## src/rtl/pid_trap_ctrl.sv

```systemverilog
// pid_trap_ctrl: shortest-path PID steer controller with an
// accel/cruise/decel profile, anti-windup and startup-stall guard.
module pid_trap_ctrl #(
  parameter int ANGLE_W        = 12,
  parameter int RATIO_W        = 8,
  parameter int STEPS          = 8,
  parameter int DECEL_DIST     = 50,
  parameter int DONE_TOL       = 10,
  parameter int STALL_SAMPLES  = 16,
  parameter int STALL_MIN_MOVE = 2
) (
  input  logic                 clock,
  input  logic                 reset_n,
  input  logic [ANGLE_W-1:0]   target_angle,
  input  logic [ANGLE_W-1:0]   current_angle,
  input  logic                 sample_valid,
  input  logic                 angle_update,
  input  logic                 abort_angle,
  input  logic                 pwm_enable,
  input  logic [8*STEPS-1:0]   profile,
  input  logic [7:0]           kp,
  input  logic [3:0]           ki,
  input  logic [3:0]           kd,
  input  logic                 enable_stall_chk,
  input  logic                 pwm_done,
  output logic [RATIO_W-1:0]   pwm_ratio,
  output logic                 pwm_update,
  output logic                 pwm_direction,
  output logic                 angle_done,
  output logic                 startup_fail,
  output logic                 busy,
  output logic [2:0]           state_dbg
);

  localparam int AW  = ANGLE_W + 4;
  localparam int PW  = ANGLE_W + 8;
  localparam int IW  = AW + 4;
  localparam int DW  = ANGLE_W + 6;
  localparam int SMW = ANGLE_W + 6;
  localparam int XW  = RATIO_W + 8;
  localparam int STW = (STEPS > 1) ? $clog2(STEPS) : 1;
  localparam int CW  = $clog2(STALL_SAMPLES + 1);

  localparam logic [ANGLE_W-1:0] HALF =
    {1'b1, {(ANGLE_W-1){1'b0}}};
  localparam logic [ANGLE_W-1:0] DEC_D  = ANGLE_W'(DECEL_DIST);
  localparam logic [ANGLE_W-1:0] DONE_T = ANGLE_W'(DONE_TOL);
  localparam logic [ANGLE_W-1:0] MIN_MV = ANGLE_W'(STALL_MIN_MOVE);
  localparam logic [STW-1:0] STEP_MAX   = STW'(STEPS - 1);
  localparam logic [CW-1:0]  CNT_HIT    = CW'(STALL_SAMPLES - 1);
  localparam logic [CW-1:0]  CNT_SAT    = CW'(STALL_SAMPLES);

  typedef enum logic [2:0] {
    S_IDLE   = 3'd0,
    S_ACCEL  = 3'd1,
    S_CRUISE = 3'd2,
    S_DECEL  = 3'd3,
    S_DONE   = 3'd4
  } state_t;

  state_t state;

  logic               sv_q;
  logic               s1_valid;
  logic               s1_dir;
  logic [ANGLE_W-1:0] s1_err;
  logic [ANGLE_W-1:0] s1_move;
  logic [RATIO_W-1:0] s1_raw;
  logic [ANGLE_W-1:0] last_err;
  logic [ANGLE_W-1:0] start_angle;
  logic [AW-1:0]      acc;
  logic [STW-1:0]     step;
  logic [CW-1:0]      smp_cnt;

  logic smp, kill, active;

  assign smp    = sample_valid & ~sv_q;
  assign kill   = abort_angle | ~pwm_enable;
  assign active = (state == S_ACCEL) |
                  (state == S_CRUISE) |
                  (state == S_DECEL);

  // stage 1: shortest-path error and PID terms
  logic [ANGLE_W-1:0] diff, err_c, md, move_c;
  logic               dir_c;

  assign diff   = target_angle - current_angle;
  assign dir_c  = (diff <= HALF);
  assign err_c  = dir_c ? diff : ('0 - diff);
  assign md     = current_angle - start_angle;
  assign move_c = (md <= HALF) ? md : ('0 - md);

  logic [AW:0]   acc_sum;
  logic [AW-1:0] acc_nx;

  assign acc_sum = {1'b0, acc} +
                   {{(AW+1-ANGLE_W){1'b0}}, err_c};
  assign acc_nx  = acc_sum[AW] ? '1 : acc_sum[AW-1:0];

  logic        [PW-1:0]      p_prod;
  logic        [IW-1:0]      i_prod;
  logic signed [ANGLE_W+1:0] d_diff;
  logic signed [DW-1:0]      d_prod;
  logic signed [SMW-1:0]     pid_sum;
  logic        [RATIO_W-1:0] raw_c;

  assign p_prod = {{ANGLE_W{1'b0}}, kp} * {8'd0, err_c};
  assign i_prod = {{AW{1'b0}}, ki} * {4'd0, acc_nx};
  assign d_diff = $signed({2'b00, err_c}) -
                  $signed({2'b00, last_err});
  assign d_prod = $signed({{4{d_diff[ANGLE_W+1]}}, d_diff}) *
                  $signed({{(DW-4){1'b0}}, kd});

  assign pid_sum =
    $signed({2'b00, p_prod[PW-1:4]}) +
    $signed({6'd0, i_prod[IW-1:8]}) +
    $signed({{4{d_prod[DW-1]}}, d_prod[DW-1:4]});

  assign raw_c = pid_sum[SMW-1]           ? '0 :
                 (|pid_sum[SMW-2:RATIO_W]) ? '1 :
                 pid_sum[RATIO_W-1:0];

  // stage 2: profile scaling and stall test
  logic [7:0]         coeff;
  logic [XW-1:0]      s_prod;
  logic [RATIO_W+3:0] scaled;
  logic [RATIO_W-1:0] cmd_scaled;
  logic               stall_hit;

  assign coeff      = profile[8*int'(step) +: 8];
  assign s_prod     = {8'd0, s1_raw} * {{RATIO_W{1'b0}}, coeff};
  assign scaled     = s_prod[XW-1:4];
  assign cmd_scaled = (|scaled[RATIO_W+3:RATIO_W]) ?
                      '1 : scaled[RATIO_W-1:0];
  assign stall_hit  = (state == S_ACCEL) & enable_stall_chk &
                      (smp_cnt == CNT_HIT) & (s1_move < MIN_MV);

  logic unused_bits;
  assign unused_bits = ^{p_prod[3:0], i_prod[7:0],
                         d_prod[3:0], s_prod[3:0]};

  always_ff @(posedge clock or negedge reset_n) begin
    if (!reset_n) begin
      state         <= S_IDLE;
      sv_q          <= 1'b0;
      s1_valid      <= 1'b0;
      s1_dir        <= 1'b0;
      s1_err        <= '0;
      s1_move       <= '0;
      s1_raw        <= '0;
      last_err      <= '0;
      start_angle   <= '0;
      acc           <= '0;
      step          <= '0;
      smp_cnt       <= '0;
      pwm_ratio     <= '0;
      pwm_update    <= 1'b0;
      pwm_direction <= 1'b0;
      angle_done    <= 1'b0;
      startup_fail  <= 1'b0;
    end else begin
      sv_q     <= sample_valid;
      s1_valid <= 1'b0;
      if (pwm_update && pwm_done)
        pwm_update <= 1'b0;

      if (kill) begin
        if (state != S_IDLE) begin
          state      <= S_IDLE;
          pwm_ratio  <= '0;
          pwm_update <= 1'b1;
          angle_done <= 1'b0;
        end
      end else if (angle_update) begin
        state        <= S_ACCEL;
        angle_done   <= 1'b0;
        startup_fail <= 1'b0;
        acc          <= '0;
        last_err     <= '0;
        step         <= '0;
        smp_cnt      <= '0;
        start_angle  <= current_angle;
      end else begin
        if (state == S_DONE)
          state <= S_IDLE;

        if (smp && active) begin
          s1_valid <= 1'b1;
          s1_err   <= err_c;
          s1_dir   <= dir_c;
          s1_raw   <= raw_c;
          s1_move  <= move_c;
          acc      <= acc_nx;
          last_err <= err_c;
        end

        if (s1_valid && active) begin
          if (smp_cnt != CNT_SAT)
            smp_cnt <= smp_cnt + CW'(1);
          pwm_update    <= 1'b1;
          pwm_direction <= s1_dir;
          if (stall_hit) begin
            startup_fail <= 1'b1;
            pwm_ratio    <= '0;
            state        <= S_IDLE;
          end else if (s1_err <= DONE_T) begin
            pwm_ratio  <= '0;
            angle_done <= 1'b1;
            state      <= S_DONE;
          end else begin
            unique case (state)
              S_ACCEL: begin
                pwm_ratio <= cmd_scaled;
                if (s1_err < DEC_D)
                  state <= S_DECEL;
                else if (step == STEP_MAX)
                  state <= S_CRUISE;
                else
                  step <= step + STW'(1);
              end
              S_CRUISE: begin
                pwm_ratio <= s1_raw;
                if (s1_err < DEC_D) begin
                  state <= S_DECEL;
                  step  <= STEP_MAX;
                end
              end
              S_DECEL: begin
                pwm_ratio <= cmd_scaled;
                if (step != '0)
                  step <= step - STW'(1);
              end
              default: ;
            endcase
          end
        end
      end
    end
  end

  assign busy      = (state != S_IDLE);
  assign state_dbg = state;

endmodule

```

## config.mk

```make
export PLATFORM = sky130hd
export DESIGN_NAME = pid_trap_ctrl
export DESIGN_NICKNAME = d
export VERILOG_FILES = /design/src/rtl/pid_trap_ctrl.sv
export SDC_FILE = /design/constraint.sdc
export NUM_CORES = 1
export LEC_CHECK = 0
export CORE_MARGIN = 4
export CORE_UTILIZATION = 30
export DETAILED_ROUTE_END_ITERATION = 12
export PLACE_DENSITY_LB_ADDON = 0.12
export SYNTH_ARGS = -nofsm -noshare
export SYNTH_HDL_FRONTEND = slang
export SYNTH_SLANG_ARGS = --single-unit
```

## constraint.sdc

```tcl
create_clock -name clock -period 8.2 [get_ports clock]
set_clock_uncertainty 0.1 [all_clocks]
set_input_delay 2.05 -clock clock [delete_from_list [all_inputs] [get_ports clock]]
set_output_delay 2.05 -clock clock [all_outputs]
set_load 0.05 [all_outputs]
```

* Word level (Yosys, flattened, before mapping) *
Index checks and enable logic that the tools add are counted.

storage, ports and cells
  bits in latches = 0
  memories = 0
  flip-flop bits (word level) = 98
  ROM bits = 0
  word-level logic and storage cells = 148
  output and inout port bits = 16
  RAM bits = 0

cells by class
  order comparisons = 5
  equal/unequal tests = 16
  add/sub/neg operators = 11
  bitwise operators = 11
  multipliers = 4
  multiplexer cells = 57
  reductions and logical operators = 26
  shift-type cells = 1
  div/mod/pow operators = 0

operators with widths
  cell                     number
  $mux W8                  9
  $shiftx A64 B7 Y8        1
  $mux W3                  18
  $mux W12                 4
  $mux W16                 3
  $add A16 B12 Y17         2
  $le A12 B12 Y1 const B   2
  $sub A1 B12 Y12 const A  2
  $sub A12 B12 Y12         2
  $mul A4 B16 Y20          1
  $mul A8 B12 Y20          1
  $add A18 B14 Y18         1
  $mul A13 B5 Y18          1
  $mux W1                  17
  $mul A8 B8 Y16           1
  $pmux W8 S2              1
  $mux W5                  3
  $sub A12 B12 Y13         1
  $le A12 B4 Y1 const B    1
  $lt A12 B2 Y1 const B    1
  $lt A12 B6 Y1 const B    1
  $reduce_and A3 Y1        4
  $reduce_bool A3 Y1       4
  $reduce_bool A2 Y1       5
  26 further kinds         45

* Logic depth before layout (Yosys ltp) *
Gate-level depths: netlist of the first run.

  depth in word-level cells = 11
  depth in mapped cells = 58
  depth with buffers taken out = 57

* Worst setup path before layout of the first run *
Ideal clock, no wire load.

  kind = input -> register
  from = input target_angle[0]
  to = register s1_raw[0]
  cell stages on the path = 52
  setup time = 0.140 ns
  buffers on the path = 2
  arrival = 12.537 ns
  data required time = 7.960 ns
  path slack = -4.577 ns
  path through = inv_1 -> ha_1 -> inv_1 -> fa_1 -> a21o_2 -> a21oi_2 -> xnor2_1 -> or2_1 -> or4b_4 -> o31ai_4 -> nor2_1 -> xor2_1 -> clkbuf_1 -> ha_1 -> o21ai_0 -> a21boi_0 -> o21ai_0 -> a21boi_0 -> (+16 left out) -> a21oi_1 -> xnor2_1 -> ha_1 -> o41ai_1 -> o21ai_0 -> o21a_1 -> o21ai_0 -> o21a_1 -> a311oi_2 -> xnor2_1 -> ha_1 -> nand2_1 -> nand2_1 -> a221o_1 -> a31oi_1 -> nor2_1 -> mux2i_1 -> o21ai_0

on the way
  word-level cells in the longest chain between the ends = 11

ends and longest elaborated chain
  item                                               RTL line  source
  start, declared                                    14        input logic [ANGLE_W-1:0] target_angle,
  $sub A12 B12 Y12 *                                 87        assign diff = target_angle - current_angle;
  $sub A1 B12 Y12 or $le A12 B12 Y1 (tied branches)  89, 88
  $mux W12 *                                         89        assign err_c = dir_c ? diff : ('0 - diff);
  named net err_c[3]                                 84        logic [ANGLE_W-1:0] diff, err_c, md, move_c;
  $add A16 B12 Y17                                   96        assign acc_sum = {1'b0, acc} +
  $mux W16                                           98        assign acc_nx = acc_sum[AW] ? '1 : acc_sum[AW-1:0];
  $mul A4 B16 Y20                                    108       assign i_prod = {{AW{1'b0}}, ki} * {4'd0, acc_nx};
  $add A16 B12 Y17                                   115       $signed({2'b00, p_prod[PW-1:4]}) +
  $add A18 B14 Y18 *                                 116       $signed({6'd0, i_prod[IW-1:8]}) +
  $reduce_or A9 Y1                                   120       (|pid_sum[SMW-2:RATIO_W]) ? '1 :
  $mux W8                                            120
  $mux W8 *                                          119       assign raw_c = pid_sum[SMW-1] ? '0 :
  end signal, assigned                               191       s1_raw <= raw_c;
  end, declared                                      68        logic [RATIO_W-1:0] s1_raw;

The timed path passes the listed nets; every way through them passes the cells marked *.
A chain may end at the register's enable or synchronous reset.

* Worst setup path after layout of the first run *
  from = input target_angle[0]
  to = register s1_raw[3]

The elaborated chain is that of the path after synthesis.

==> results of run 1 <==
[layout by cell type, fill, tap and decap left out, types with 10 or more instances in the layout]
master           count
a21oi_1             67
a22o_1              10
and2_1             105
nor3_1              35
ha_4                13
ha_1               186
and3_1              16
clkdlybuf4s50_1    109
o21ai_1             15
nand2_1            198
nand2b_1            33
mux2i_1             12
o21a_1              27
o21ai_0             81
dlygate4sd2_1       13
a21o_1              49
nand3_1             27
or3_1               10
o221ai_1            10
xor2_1              27
a21boi_0            12
dfrtp_1             97
xnor2_1             70
o21bai_1            10
inv_2               10
mux4_2              16
inv_1              293
nor2_1             102
nor2b_1             88
buf_4              420
a211oi_1            15
fa_1               152
nand4_1             13
[worst register-to-register path: cells and delay by family, from the launching register on]
kind | cells | cell delay [ns]
AO/OA/AOI/OAI | 16 | 2.38
XOR/XNOR | 2 | 0.23
adder cells (fa/ha/maj) | 7 | 2.50
buffers and inverters | 7 | 0.86
flip-flops | 1 | 0.37
AND/OR/NAND/NOR | 14 | 1.75
multiplexers | 1 | 0.21
[kinds of logic after synthesis]
family          synth area share [%]
xor+xnor                        5.24
simple gates                    20.9
buf+inv                         7.96
mux                             3.53
flops                           14.0
compound gates                  15.6
fa+ha+maj                       32.7
[area by class of cell]
class,count,share of cell area [%]
Clock buffer,9,0.957
Clock inverter,7,0.255
Inverter,306,4.95
Multi-Input combinational cell,1605,60.4
Sequential cell,97,10.3
Tap cell,756,4.02
Timing Repair Buffer,554,19.2
[registers in the layout, indices dropped and copies added (netlist names), 3 cells and up]
signal	flops
step	3
state_dbg	3
smp_cnt	5
s1_raw	8
s1_move	11
acc	16
pwm_ratio	8
last_err	12
start_angle	12
s1_err	12
[worst max-delay path by stage]
stage / slack, ns / depth (start not counted) / endpoint
detailed placement: -5.12 / 53 / s1_raw[0]
finish: -3.89 / 56 / s1_raw[3]
CTS: -3.87 / 58 / s1_raw[7]
floorplan: -3.96 / 54 / s1_raw[0]
global placement: -4.95 / 53 / s1_raw[0]
global route: -4.53 / 57 / s1_raw[1]
[routing by layer]
| metal | track usage (%) | vias to the layer above |
|---|---|---|
| met2 | 28.6 | 208 |
| li1 | - | 7904 |
| met5 | 0 | - |
| met3 | 2.15 | 48 |
| met4 | 3.25 | 4 |
| met1 | 22.2 | 7581 |
[what timing repair did]
| action | in CTS | in global routing |
|---|---|---|
| gates cloned | 0 | 0 |
| pin swaps | 77 | 40 |
| buffers inserted | 20 | 17 |
| hold endpoints to repair | 0 | 0 |
| gates resized for setup | 98 | 57 |
| endpoints found under the setup margin | 8 | 8 |
[metrics by stage]
step                      area [µm²]  instances
after floorplan                17500       2061
after global placement         22400       3281
after detailed placement       22400       3281
after CTS                      23200       3317
after global routing           23500       3334
final                          23500       3334
==> summary.md, run 1 <==
| Metric | Value |
|---|---|
| Most used DFF post-synth | dfrtp_1 |
| Initial antenna violation count | 2 |
| Via count | 15700 |
| WHS | 0.378 ns |
| Die X | 248 µm |
| Starting Density | between 30 and 40% |
| Worst Tran Pin Value | 1.10 ns |
| TritonCTS clock tree | yes |
| Root Buffer Master | clkbuf_16 |
| Clock Path Buffers | 2 |
| Gr ovfl total | 0 |
| Status | finished with violations |
| FMAX | just over 0.08 GHz |
| Final hold violations | 0 |
| Die ar. | around 60000 µm² |
| TritonCTS sink count | between 90 and 100 |
| Most frequent CP cell | o21a_1 |
| First-pass DRT Iterations | 4 |
| Critical-path maximum fanout | 8 |
| ANT nets after route | 0 |
| Final layout net count | slightly above 3000 |
| Total GRT Usage | ~16% |
| Worst Hold Class | flop to flop |
| Register area | about 2400 µm² |
| Num rows | 87 |
| Vias/cell | 4.72 |
| R2r setup slk | -0.32 ns |
| DR WL met3 | 1.59 mm |
| Post-synth top area cell | fa_1 |
| Core area | 56800 µm² |
| Final HPWL DP | around 43 mm |
| CP startpoint kind | input port |
| Die Height | 248 µm |
| Final worst setup slack | -3.89 ns |
| Hold Path End | s1_move[11] |
| # hold bufs at CTS | 0 |
| Minimum clock period | 12.09 ns |
| Reg2Reg Depth | 47 |
| Final setup fails | 8 |
| Final period util | 147% |
| WL met1 | roughly 24 mm |
| CP top delay family | compound AO/OA/AOI/OAI gates |
| Htree depth | 3 |
| CTS Buf Count | 9 |
| Post-synth ARST share | 100% |
| Yosys top cell area share | approximately 18% |
| Synth area leaders | fa_1 18%, ha_1 15%, dfrtp_1 14% |
| GPL Wtd Cong | 0.877 |
| Area delta synth->final | 35.6% |
| HP Start | s1_move[11] |
| ANT cells | 0 |
| Syn_nets | approximately 2500 |
| Post-Syn Instances | 2061 |
| RSZ-0062 raised after global routing | true |
| Port Buf Inserts | around 130 |
| Placement Setup Slack | -5.12 ns |
| Share of cells above drive strength 1 | between 20% and 30% |
| Cell area after synthesis | ~17000 µm² |
| # DRC | 0 |
| Post-synth EDFFs | 0 |
| Arr. time, crit path | 12.23 ns |
| Count of warnings emitted by yosys | 0 |
| Slew Viols, Final | 0 |
| Commonest cells in the netlist | 305 x inv_1, 204 x ha_1, 204 x nand2_1 |
| Per-cell routed wire length | approximately 15 µm |
| Ports | 128 |
| Mean post-synth cell area | 8.42 µm² |
| Critical Path RT | roughly 8.4 ns |
| Setup TNS | -31.04 ns |
| Global-route wire length before repair | ~86 mm |
| WP buf/inv | 8 |
| Area occupied by multi-input gates | around 14000 µm² |
| Top-count cell post-synth | inv_1 |
| First DRT Iteration DRCs | 517 |
| Relative max-transition margin | a little over a quarter |
| Sequential fraction of the synthesis area | 14.0% |
| Vias in the first global route | 16800 |
| Hold Path Depth | 2 |
| Slowest stage cell, crit path | fa_1 |
| Top sig layer | met5 |
| Failing checks | negative setup slack |
| Crit path kind | input port to flop |
| Routed WL | 50.8 mm |
| CTS clk-pin slew, worst paths | 0.08 ns |
| FF-to-FF End | s1_raw[3] |
| Critical R2R Launch | acc[0] |
| Yosys reg bits | just under 100 |
| CP Capture Type | flop |
| Slowest stage delay, CP | 0.55 ns |
| Largest net degree at the start of global routing | 82 |
| Synth cell types | between 90 and 100 |
| Routed met2 length | 24.4 mm |
| Fillcell total | 5750 |
| Worst setup path start | target_angle[0] |
| Max Cap Viol | 0 |
| Worst skew pair latency | about 0.36 ns |
| Final Util | 41.4% |
Power of run 1 is left out: the tool's default activity adds up to more than one toggle a clock period on the data nets, which glitch-free logic cannot reach.
==> inputs of run 2 (changes only) <==
==> constraint.sdc (replaced) <==
create_clock -name clock -period 8.2 [get_ports clock]
set_clock_uncertainty 0.1 [all_clocks]
set_input_delay 0.82 -clock clock [delete_from_list [all_inputs] [get_ports clock]]
set_output_delay 0.82 -clock clock [all_outputs]
set_load 0.05 [all_outputs]
==> summary.md, run 2 (synthesis results as in run 1) <==
| Metric | Value |
|---|---|
| Ports | 128 (unchanged) |
| TritonCTS sink count | 97 (unchanged) |
| Final worst setup slack | -2.79 ns (was -3.89 ns) |
| Final hold violations | 0 (unchanged) |
| Critical Path RT | 8.34 ns (was 8.35 ns) |
| CP startpoint kind | input port (unchanged) |
| Die Height | 248 µm (unchanged) |
| Largest Register | acc (unchanged) |
| # hold bufs at CTS | 0 (unchanged) |
| Num rows | 87 (unchanged) |
| Minimum clock period | 10.99 ns (was 12.09 ns) |
| Total GRT Usage | 16.3% (was 16.5%) |
| Worst Tran Pin Value | 1.11 ns (was 1.10 ns) |
| Failing checks | negative setup slack (unchanged) |
| CP Capture Type | flop (unchanged) |
| Final setup fails | 8 (unchanged) |
| Vias in the first global route | 16400 (was 16800) |
| Slowest stage cell, crit path | fa_2 (was fa_1) |
| Final layout net count | 3020 (was 3045) |
| Gr ovfl total | 0 (unchanged) |
| Fillcell total | 5800 (was 5750) |
| Worst Hold Class | flop to flop (unchanged) |
| Per-cell routed wire length | 15.3 µm (was 15.2 µm) |
| Initial antenna violation count | 2 (unchanged) |
| Area delta synth->final | 34.2% (was 35.6%) |
| Port Buf Inserts | 127 (unchanged) |
| CTS clk-pin slew, worst paths | 0.08 ns (about the same) |
| ANT nets after route | 0 (unchanged) |
| Crit path kind | input port to flop (unchanged) |
| GPL Wtd Cong | 0.825 (was 0.877) |
| First-pass DRT Iterations | 5 (was 4) |
| Htree depth | 3 (unchanged) |
| FMAX | 0.0910 GHz (was 0.0827 GHz) |
| Clock Path Buffers | 2 (unchanged) |
| Core area | 56800 µm² (unchanged) |
| Routed WL | 50.5 mm (was 50.8 mm) |
| RSZ-0062 raised after global routing | true (unchanged) |
| Starting Density | 30.5% (unchanged) |
| Max Cap Viol | 0 (unchanged) |
| Final Util | 41.0% (was 41.4%) |
| Most frequent cells in the layout | 398 x buf_4, 295 x inv_1, 199 x nand2_1 (was 420 x buf_4, 293 x inv_1, 198 x nand2_1) |
| CTS Buf Count | 9 (unchanged) |
| Global-route wire length before repair | 84.4 mm (was 85.7 mm) |
| Slew Viols, Final | 0 (unchanged) |
| Worst skew pair latency | 0.36 ns (about the same) |
| WHS | 0.381 ns (was 0.378 ns) |
| # DRC | 0 (unchanged) |
| Die ar. | 61700 µm² (unchanged) |
| Arr. time, crit path | 11.13 ns (was 12.23 ns) |
| Status | finished with violations (unchanged) |
| Relative max-transition margin | 25.9% (was 26.7%) |
| Root Buffer Master | clkbuf_16 (unchanged) |
| Share of cells above drive strength 1 | 23.1% (was 24.0%) |
| Die X | 248 µm (unchanged) |
| Commonest non-fill, non-tap cell in the layout | buf_4 (unchanged) |
| First DRT Iteration DRCs | 493 (was 517) |
| TritonCTS clock tree | yes (unchanged) |
| Most frequent CP cell | o21ai_2 (was o21a_1) |
| Final HPWL DP | 42.9 mm (was 43.1 mm) |
| Slowest stage delay, CP | 0.58 ns (was 0.55 ns) |
| Final period util | 134% (was 147%) |
| Max FFs per register | 16 (unchanged) |
| Vias/cell | 4.72 (about the same) |
| Via count | 15600 (was 15700) |
| Largest net degree at the start of global routing | 57 (was 82) |
| ANT cells | 0 (unchanged) |
| Critical-path maximum fanout | 8 (unchanged) |
==> run 2: changes by cell type in the layout (fill, tap and decap cells not counted), sizes merged <==
cell	delta
buf	-25
clkdlybuf4s15	+2
clkinv	+2
dlygate4sd2	-2
inv	-2
clkbuf	+1
clkdlybuf4s50	-1
==> run 2: worst paths after layout <==
path / startpoint / end / slack, ns / cells after the start
max: target_angle[0] / s1_raw[6] / -2.79 / 57
min: s1_move[11] / s1_move[11] / 0.38 / 2
max reg2reg: acc[0] / s1_raw[6] / -0.47 / 46
min reg2reg: s1_move[11] / s1_move[11] / 0.38 / 2
max in group asynchronous: reset_n / s1_move[2] / 6.44 / 2
min in group asynchronous: reset_n / pwm_update / 0.41 / 1
==> run 2: layout make-up <==
cell class / instances / area, µm² / share of cell area [%]
multi-input combinational: 1605 / 14200 / 60.8
timing repair buffer: 529 / 4310 / 18.5
sequential: 97 / 2430 / 10.4
inverter: 306 / 1160 / 5.00
tap: 756 / 946 / 4.06
clock buffer: 9 / 225 / 0.967
clock inverter: 7 / 65.1 / 0.279
==> run 2: metal layers <==
layer / vias up / wire (µm) / GRT usage, %
met4: 2 / 645 / 2.58
met1: 7541 / 24700 / 22.8
met2: 188 / 24000 / 27.8
met5: - / 7 / 0
li1: 7860 / - / -
met3: 31 / 1150 / 1.67
==> run 2: timing repair <==
item / CTS / global route
endpoints found under the hold margin: 0 / 0
setup buffers: 30 / 6
pin swaps: 57 / 30
gates resized for setup: 112 / 37
endpoints found under the setup margin: 8 / 8
==> run 2: metrics by stage <==
stage          area (µm²)  setup slack [ns]  TNS (ns)  std cells
2_1_floorplan       17500             -2.73    -21.80       2061
3_3_place_gp        22200             -3.70    -29.59       3258
3_5_place_dp        22200             -3.95    -31.51       3258
4_1_cts             23100             -2.62    -20.80       3303
5_1_grt             23300             -3.31    -26.36       3309
6_report            23300             -2.79    -22.16       3309
==> run 2: critical path: cells and delay by family <==
family                   cells  cell delay, ns
AO/OA/AOI/OAI               21            3.55
adder cells (fa/ha/maj)      8            2.66
AND/OR/NAND/NOR             14            2.35
buffers and inverters        9            0.84
multiplexers                 2            0.54
XOR/XNOR                     3            0.34
Power of run 2 is left out for the same reason.
